**config.mk**
```make
export PLATFORM = sky130hd
export DESIGN_NAME = grant_owner_ctrl
export DESIGN_NICKNAME = d
export VERILOG_FILES = /design/src/rtl/grant_owner_ctrl.sv
export SDC_FILE = /design/constraint.sdc
export NUM_CORES = 1
export LEC_CHECK = 0
export CAP_MARGIN = 40
export CORE_MARGIN = 10
export CORE_UTILIZATION = 46
export CTS_CLUSTER_SIZE = 20
export DETAILED_ROUTE_END_ITERATION = 8
export GPL_TIMING_DRIVEN = 0
export HOLD_SLACK_MARGIN = 0.08
export PLACE_DENSITY = 0.84
export SYNTH_ARGS = -nofsm -noshare
export SYNTH_HDL_FRONTEND = slang
export SYNTH_SLANG_ARGS = --single-unit
```
**constraint.sdc**
```tcl
create_clock -name clk -period 3.45 [get_ports clk]
set_input_delay 0.345 -clock clk [delete_from_list [all_inputs] [get_ports clk]]
set_output_delay 0.345 -clock clk [all_outputs]
set_load 0.005 [all_outputs]
```
**src/rtl/grant_owner_ctrl.sv**
```systemverilog
// rtl/grant_owner_ctrl.sv - requester-side owner control for an 8-way one-hot arbiter
// Optional grant sanity checking is enabled with `define GRANT_CHECK_EN.
module grant_owner_ctrl #(
  parameter int BURST = 4,
  parameter int CNT_W = 3
) (
  input  logic             clk,
  input  logic             reset,
  input  logic [7:0]       req_pulse,
  input  logic [7:0]       grant,
  input  logic             hold,
  output logic [7:0]       pend,
  output logic             owner_valid,
  output logic [7:0]       owner_onehot,
  output logic [2:0]       owner_idx,
  output logic [7:0]       done,
  output logic             busy,
  output logic             err
);

  typedef enum logic [1:0] {
    IDLE   = 2'd0,
    OWN    = 2'd1,
    RETIRE = 2'd2
  } state_t;

  localparam logic [CNT_W-1:0] CNT_LOAD = CNT_W'(BURST - 1);

  state_t           state;
  state_t           state_next;
  logic [CNT_W-1:0] cnt;
  logic [CNT_W-1:0] cnt_next;
  logic [7:0]       onehot_next;
  logic [2:0]       idx_next;
  logic [7:0]       pend_next;
  logic [7:0]       clr;
  logic [7:0]       grant_low;
  logic [2:0]       grant_enc;

  // Isolate the lowest set grant bit so a malformed grant still yields one owner.
  assign grant_low = grant & (~grant + 8'd1);

  always_comb begin
    grant_enc = 3'd0;
    for (int i = 0; i < 8; i++) begin
      if (grant_low[i]) begin
        grant_enc = 3'(i);
      end
    end
  end

  assign owner_valid = (state == OWN);
  assign busy        = (state != IDLE);
  assign done        = (state == RETIRE) ? owner_onehot : 8'h00;
  assign clr         = done;

  // Set wins over clear, so a strobe in the retire cycle re-queues the client.
  assign pend_next = (pend & ~clr) | req_pulse;

  always_comb begin
    state_next  = state;
    cnt_next    = cnt;
    onehot_next = owner_onehot;
    idx_next    = owner_idx;
    case (state)
      IDLE: begin
        if ((pend != 8'h00) && (grant != 8'h00)) begin
          onehot_next = grant_low;
          idx_next    = grant_enc;
          cnt_next    = CNT_LOAD;
          state_next  = OWN;
        end
      end
      OWN: begin
        if (!hold) begin
          if (cnt != '0) begin
            cnt_next = cnt - CNT_W'(1);
          end else begin
            state_next = RETIRE;
          end
        end
      end
      RETIRE: begin
        onehot_next = 8'h00;
        idx_next    = 3'd0;
        state_next  = IDLE;
      end
      default: begin
        onehot_next = 8'h00;
        idx_next    = 3'd0;
        cnt_next    = '0;
        state_next  = IDLE;
      end
    endcase
  end

  always_ff @(posedge clk or posedge reset) begin
    if (reset) begin
      state        <= IDLE;
      cnt          <= '0;
      owner_onehot <= 8'h00;
      owner_idx    <= 3'd0;
      pend         <= 8'h00;
    end else begin
      state        <= state_next;
      cnt          <= cnt_next;
      owner_onehot <= onehot_next;
      owner_idx    <= idx_next;
      pend         <= pend_next;
    end
  end

`ifdef GRANT_CHECK_EN
  logic bad_grant;

  // Not one-hot (zero or several bits) or granting a client that is not pending.
  assign bad_grant = (state == IDLE) && (pend != 8'h00) &&
                     ((grant == 8'h00) || (grant_low != grant) || ((grant & ~pend) != 8'h00));

  always_ff @(posedge clk or posedge reset) begin
    if (reset) begin
      err <= 1'b0;
    end else if (bad_grant) begin
      err <= 1'b1;
    end
  end
`else
  assign err = 1'b0;
`endif

endmodule
```
-- Word-level counts from Yosys, hierarchy flattened
Cells that the tools add are included.
Widths: inputs -> output; s select.
- add/subtract/negate cells: 2
- equal/unequal tests: 6
- $mul: 0
- reductions and logical operators: 9
- bitwise logic cells: 7
- shifts and indexed selects: 0
- divide/modulo/power cells: 0
- mux-type cells: 20
- magnitude comparators: 0
- operators with widths (operator ; count):
    $mux 3 ; 10
    $and 8x8->8 ; 2
    $mux 8 ; 2
    $not 8->8 ; 2
    $pmux 8 s2 ; 1
    $reduce_bool 8->1 ; 2
    $pmux 3 s3 ; 1
    $add 8x1->8 const B ; 1
    $or 8x8->8 ; 1
    $mux 2 ; 3
    $ne 2x2->1 const B ; 3
    $pmux 3 s2 ; 1
    $pmux 2 s2 ; 1
    $reduce_and 4->1 ; 1
    $reduce_and 3->1 ; 1
    $reduce_bool 3->1 ; 1
    $sub 3x1->3 const B ; 1
    $eq 2x1->1 const B ; 1
    $eq 2x2->1 const B ; 1
    $logic_not 2->1 ; 1
    $ne 2x1->1 const B ; 1
    $not 1->1 ; 2
    $reduce_and 2->1 ; 1
    $reduce_bool 2->1 ; 1
    2 further kinds ; 2
- memories: 0
- latch bits: 0
- bits in read-only memories: 0
- output and inout port bits: 30
- RAM bits: 0
- flip-flop bits (word level): 24
- word-level logic and storage cells: 49

-- Longest topological paths before layout
- word-level depth: 12
- gate-level depth with buffers: 6
- mapped depth without buffers: 6

-- Worst setup path after synthesis
OpenSTA, ideal clock, no wires.
- kind: reg-to-reg
- start: reg state[0]
- end: reg owner_onehot[7]
- setup slack: 1.962 ns
- stages on the path, launching flop included: 6
- required time: 3.386 ns
- arrival time: 1.424 ns
- library setup time: 0.064 ns
- clock period less this slack: 1.488 ns
- path buffers: 1
- path through: dfrtp_1 > buf_6 > nor4_4 > nand2_2 > or3_1 > a21bo_1
- cells in the longest elaborated chain, start to end: 3
- ends and longest elaborated chain (element ; RTL line ; text):
    start: declaration ; 29 ; state_t state;
    start signal: assignment ; 105 ; state <= state_next;
    $logic_not 2->1 or $eq 2x1->1 (tied branches) ; 65 ; case (state)
    $ne 2x2->1 (no line) or $not 1->1 (tied branches) ; - ;
    $reduce_and 2->1 (no line) ; - ;
    end signal: assignment ; 107 ; owner_onehot <= onehot_next;
    end: declaration ; 14 ; output logic [7:0] owner_onehot,
Parallel ways exist; a longest one is shown, timed or not.
A chain may end at the register's enable or synchronous reset.

-- Final worst setup path
- start: reg state[1]
- end: out done[3]
- cells in the longest elaborated chain, start to end: 2
- ends and longest elaborated chain (element ; RTL line ; text):
    $eq 2x2->1 ; 54 ; assign done = (state == RETIRE) ? owner_onehot : 8'h00;
    $mux 8 ; 54 ;
    end: declaration ; 16 ; output logic [7:0] done,
No other way between the ends.

==> flow_summary.yaml <==
status:
  status: "finished, final reports clean"
job:
  maxCapViolCount: 0
global_routing:
  grt_first_pass_wirelength_um: 6200
  grt-ovfl-total: 0
  top_usage_layer: "met2"
  grt_max_degree: 15
  use_met2_pct: 23.9
  grt_use_total_pct: 14.2
  grt_pass1_vias: 1218
  use_met3_pct: 3.81
  grt_use_met1_pct: 17.3
  antenna_found_initial: 0
clocking:
  cts_hold_buf: 0
  cts-root-buf: "clkbuf_4"
  numCtsBuffers: 3
  htreeDepth: 1
  clk_path_buf_depth: 2
  cts.sinks: 24
  cts_tree: "yes"
  clk_pin_slew_ps: 130
  ctsResizeCount: 0
  post_cts.repair.setup_buffers: 0
  clock_latency_ps: 310
detailed_routing:
  first_pass_iters: 4
  vias_per_cell: 5.43
  remaining_drc_errors: 0
  vias: 1141
  wl_per_cell_um: 16.9
  routed_wl_um: 3560
  drt_iter0_drc: 45
  drtAntennaViolNets: 0
synthesis:
  synth_seq_cells: 24
  syn_avg_cell_area_um2: 9.78
  syn_inst: 128
  yosysWarningCount: 0
  synth_cell_type_count: 42
  synth_area_um2: 1250
  ys_seq_area_share_pct: 48.0
  syn-num-nets: 149
critical_path:
  crit_slowest_cell: "dfrtp_1"
  crit_chain: "and2b_1, clkbuf_1, nand2_1, inv_1, clkdlybuf4s50_1"
  r2r_setup_slack_ps: 1850
  r2r-end: "owner_onehot[7]"
  cp_max_fo: 8
  worst_r2r_startpoint: "state[0]"
  cpPeakStageDelay_ps: 550
  crit_type: "reg -> out"
  required_ps: 3110
  endpoint_kind: "output pin"
  cp-startpoint: "state[1]"
  critPathLaunchType: "flip-flop"
  reg2reg_depth: 5
  cp_data_arrival_time_ps: 2070
power_and_ir_drop:
  ir_drop_mv: 0.402
  clkPwrFrac_pct: 16.3
  powerDensity_nw_per_um2: 489
  p_seq_share_pct: 43.1
  power.internal_w: 0.000595
  comb_power_share_pct: 40.7
  power_switching_w: 0.000291
  leakagePower_nw: 0.824
  sw_frac_of_total_pct: 32.8
timing:
  timing.setup.tns_ps: 0
  period_minus_slack_ps: 2410
  fmax_mhz: 414
  hold_viol: 0
  rsz0062_at_grt: "false"
  fin_crit_sh_pct: 69.9
  setup_viol: 0
  worst_slack_ps: 1040
  finalMaxSlewViolations: 0
  fin_skew_ps: 12.0
layout:
  syn_to_final_growth_pct: 44.7
  drive_gt1_share_pct: 9.44
  stdcell_area_um2: 1810
  nNetsFinal: 202
  diodes: 0
  final_common_cell: "clkdlybuf4s50_1"
  mostFrequentLayoutCells: "clkdlybuf4s50_1, dfrtp_1, inv_1"
  final_cells: 210
placed_design:
  placed_cells: 206
  gp_congestion: 0.827
  dp_slack_ps: 1330
  dp_hpwl_um: 2960
  io_buffers: 47
  placed_area_um2: 1780
floorplan:
  die-area_um2: 5210
  io_pins: 49
  start_util_pct: 49.2
  die_w_um: 72.2
  core.rowCount: 18
  dieHeight_um: 72.2
  core_um2: 2540
min_path:
  hold_class: "in -> async"
[metal layers]
metal	routed length, um	share of wire (%)	up-vias
li1	-	-	552
met1	1520	43	545
met2	1760	49	38
met3	224	6.3	6
met4	59	1.7	0
met5	0	0	-
[power by group through the flow]
stage	Combinational [W]	Clock (W)	Sequential [W]
after floorplan	0.000197	0	0.000378
after global placement	0.000343	0	0.000381
after detailed placement	0.000361	0	0.000386
after CTS	0.000362	0.000147	0.000381
after global routing	0.000399	0.000160	0.000389
final	0.000360	0.000144	0.000382
[cell families (layout without fill, tap and decap cells)]
group                      after synthesis  after routing  share of synthesized area [%]
and+or+nand+nor                         46             46                           21.5
AOI/OAI and AO/OA                       33             33                           20.7
DFF                                     24             24                           48.0
buffers and inverters                   22             74                           7.59
adders and majority gates                2              2                           2.00
other                                    1              1                          0.299
[worst max-delay path, delay by kind of cell (launching register included)]
kind                   cells  cell delay, ps
buffers and inverters      3             900
DFF                        1             550
and+or+nand+nor            2             330
[state kept, by name, summed over array words and instances, names as in the netlist]
name / cells
owner_onehot: 8
owner_idx: 3
pend: 8
state: 2
cnt: 3
[how the worst max path moves through the flow]
stage | to
final | done[3]
after global routing | done[5]
after CTS | done[4]
after detailed placement | owner_onehot[2]
after global placement | owner_onehot[2]
after floorplan | owner_onehot[7]
[metrics by stage]
stage | util [%] | hold WS, ps | total power, W
final | 71.2 | 320 | 0.000887
after CTS | 71.2 | 330 | 0.000890
after floorplan | - | 360 | 0.000575
after global placement | 69.2 | 461 | 0.000724
after detailed placement | 69.8 | 497 | 0.000746
after global routing | 71.2 | 330 | 0.000949
[cells in the mapped netlist (all sizes together)]
| master | number | share of area, % |
|---|---|---|
| a21oi | 5 | 2.0 |
| and2b | 1 | 0.60 |
| a22o | 1 | 0.70 |
| nand2b | 2 | 1.0 |
| o221ai | 2 | 1.4 |
| buf | 3 | 1.9 |
| nor3 | 3 | 1.6 |
| nand2 | 13 | 4.1 |
| or2b | 1 | 0.60 |
| nor3b | 1 | 0.60 |
| nor2 | 6 | 1.8 |
| and2 | 1 | 0.50 |
| nor2b | 1 | 0.50 |
| and3 | 1 | 0.50 |
| nor4 | 4 | 3.7 |
| clkbuf | 2 | 0.60 |
| o21ai | 4 | 1.6 |
| conb | 1 | 0.30 |
| inv | 17 | 5.1 |
| a31oi | 2 | 2.2 |
| o311ai | 1 | 0.70 |
| nand3 | 5 | 2.4 |
| a21o | 9 | 5.4 |
| or3 | 3 | 1.5 |
| ha | 2 | 2.0 |
| or2 | 2 | 1.0 |
| nand3b | 1 | 0.60 |
| o211ai | 1 | 0.60 |
| nand4 | 1 | 0.50 |
| dfrtp | 24 | 48 |
| a32o | 5 | 4.1 |
| a21bo | 1 | 0.80 |
| o31ai | 2 | 1.2 |
[cell type report]
| type | instances | area, um2 |
|---|---|---|
| clock buffers | 4 | 36.3 |
| flip-flops and latches | 24 | 601 |
| well taps | 30 | 37.5 |
| repair buffers | 48 | 485 |
| multi-input cells | 82 | 557 |
| inverters | 17 | 63.8 |
| fillers | 198 | 733 |
| plain buffers | 5 | 31.3 |
Power figures use the tool's default switching activity.
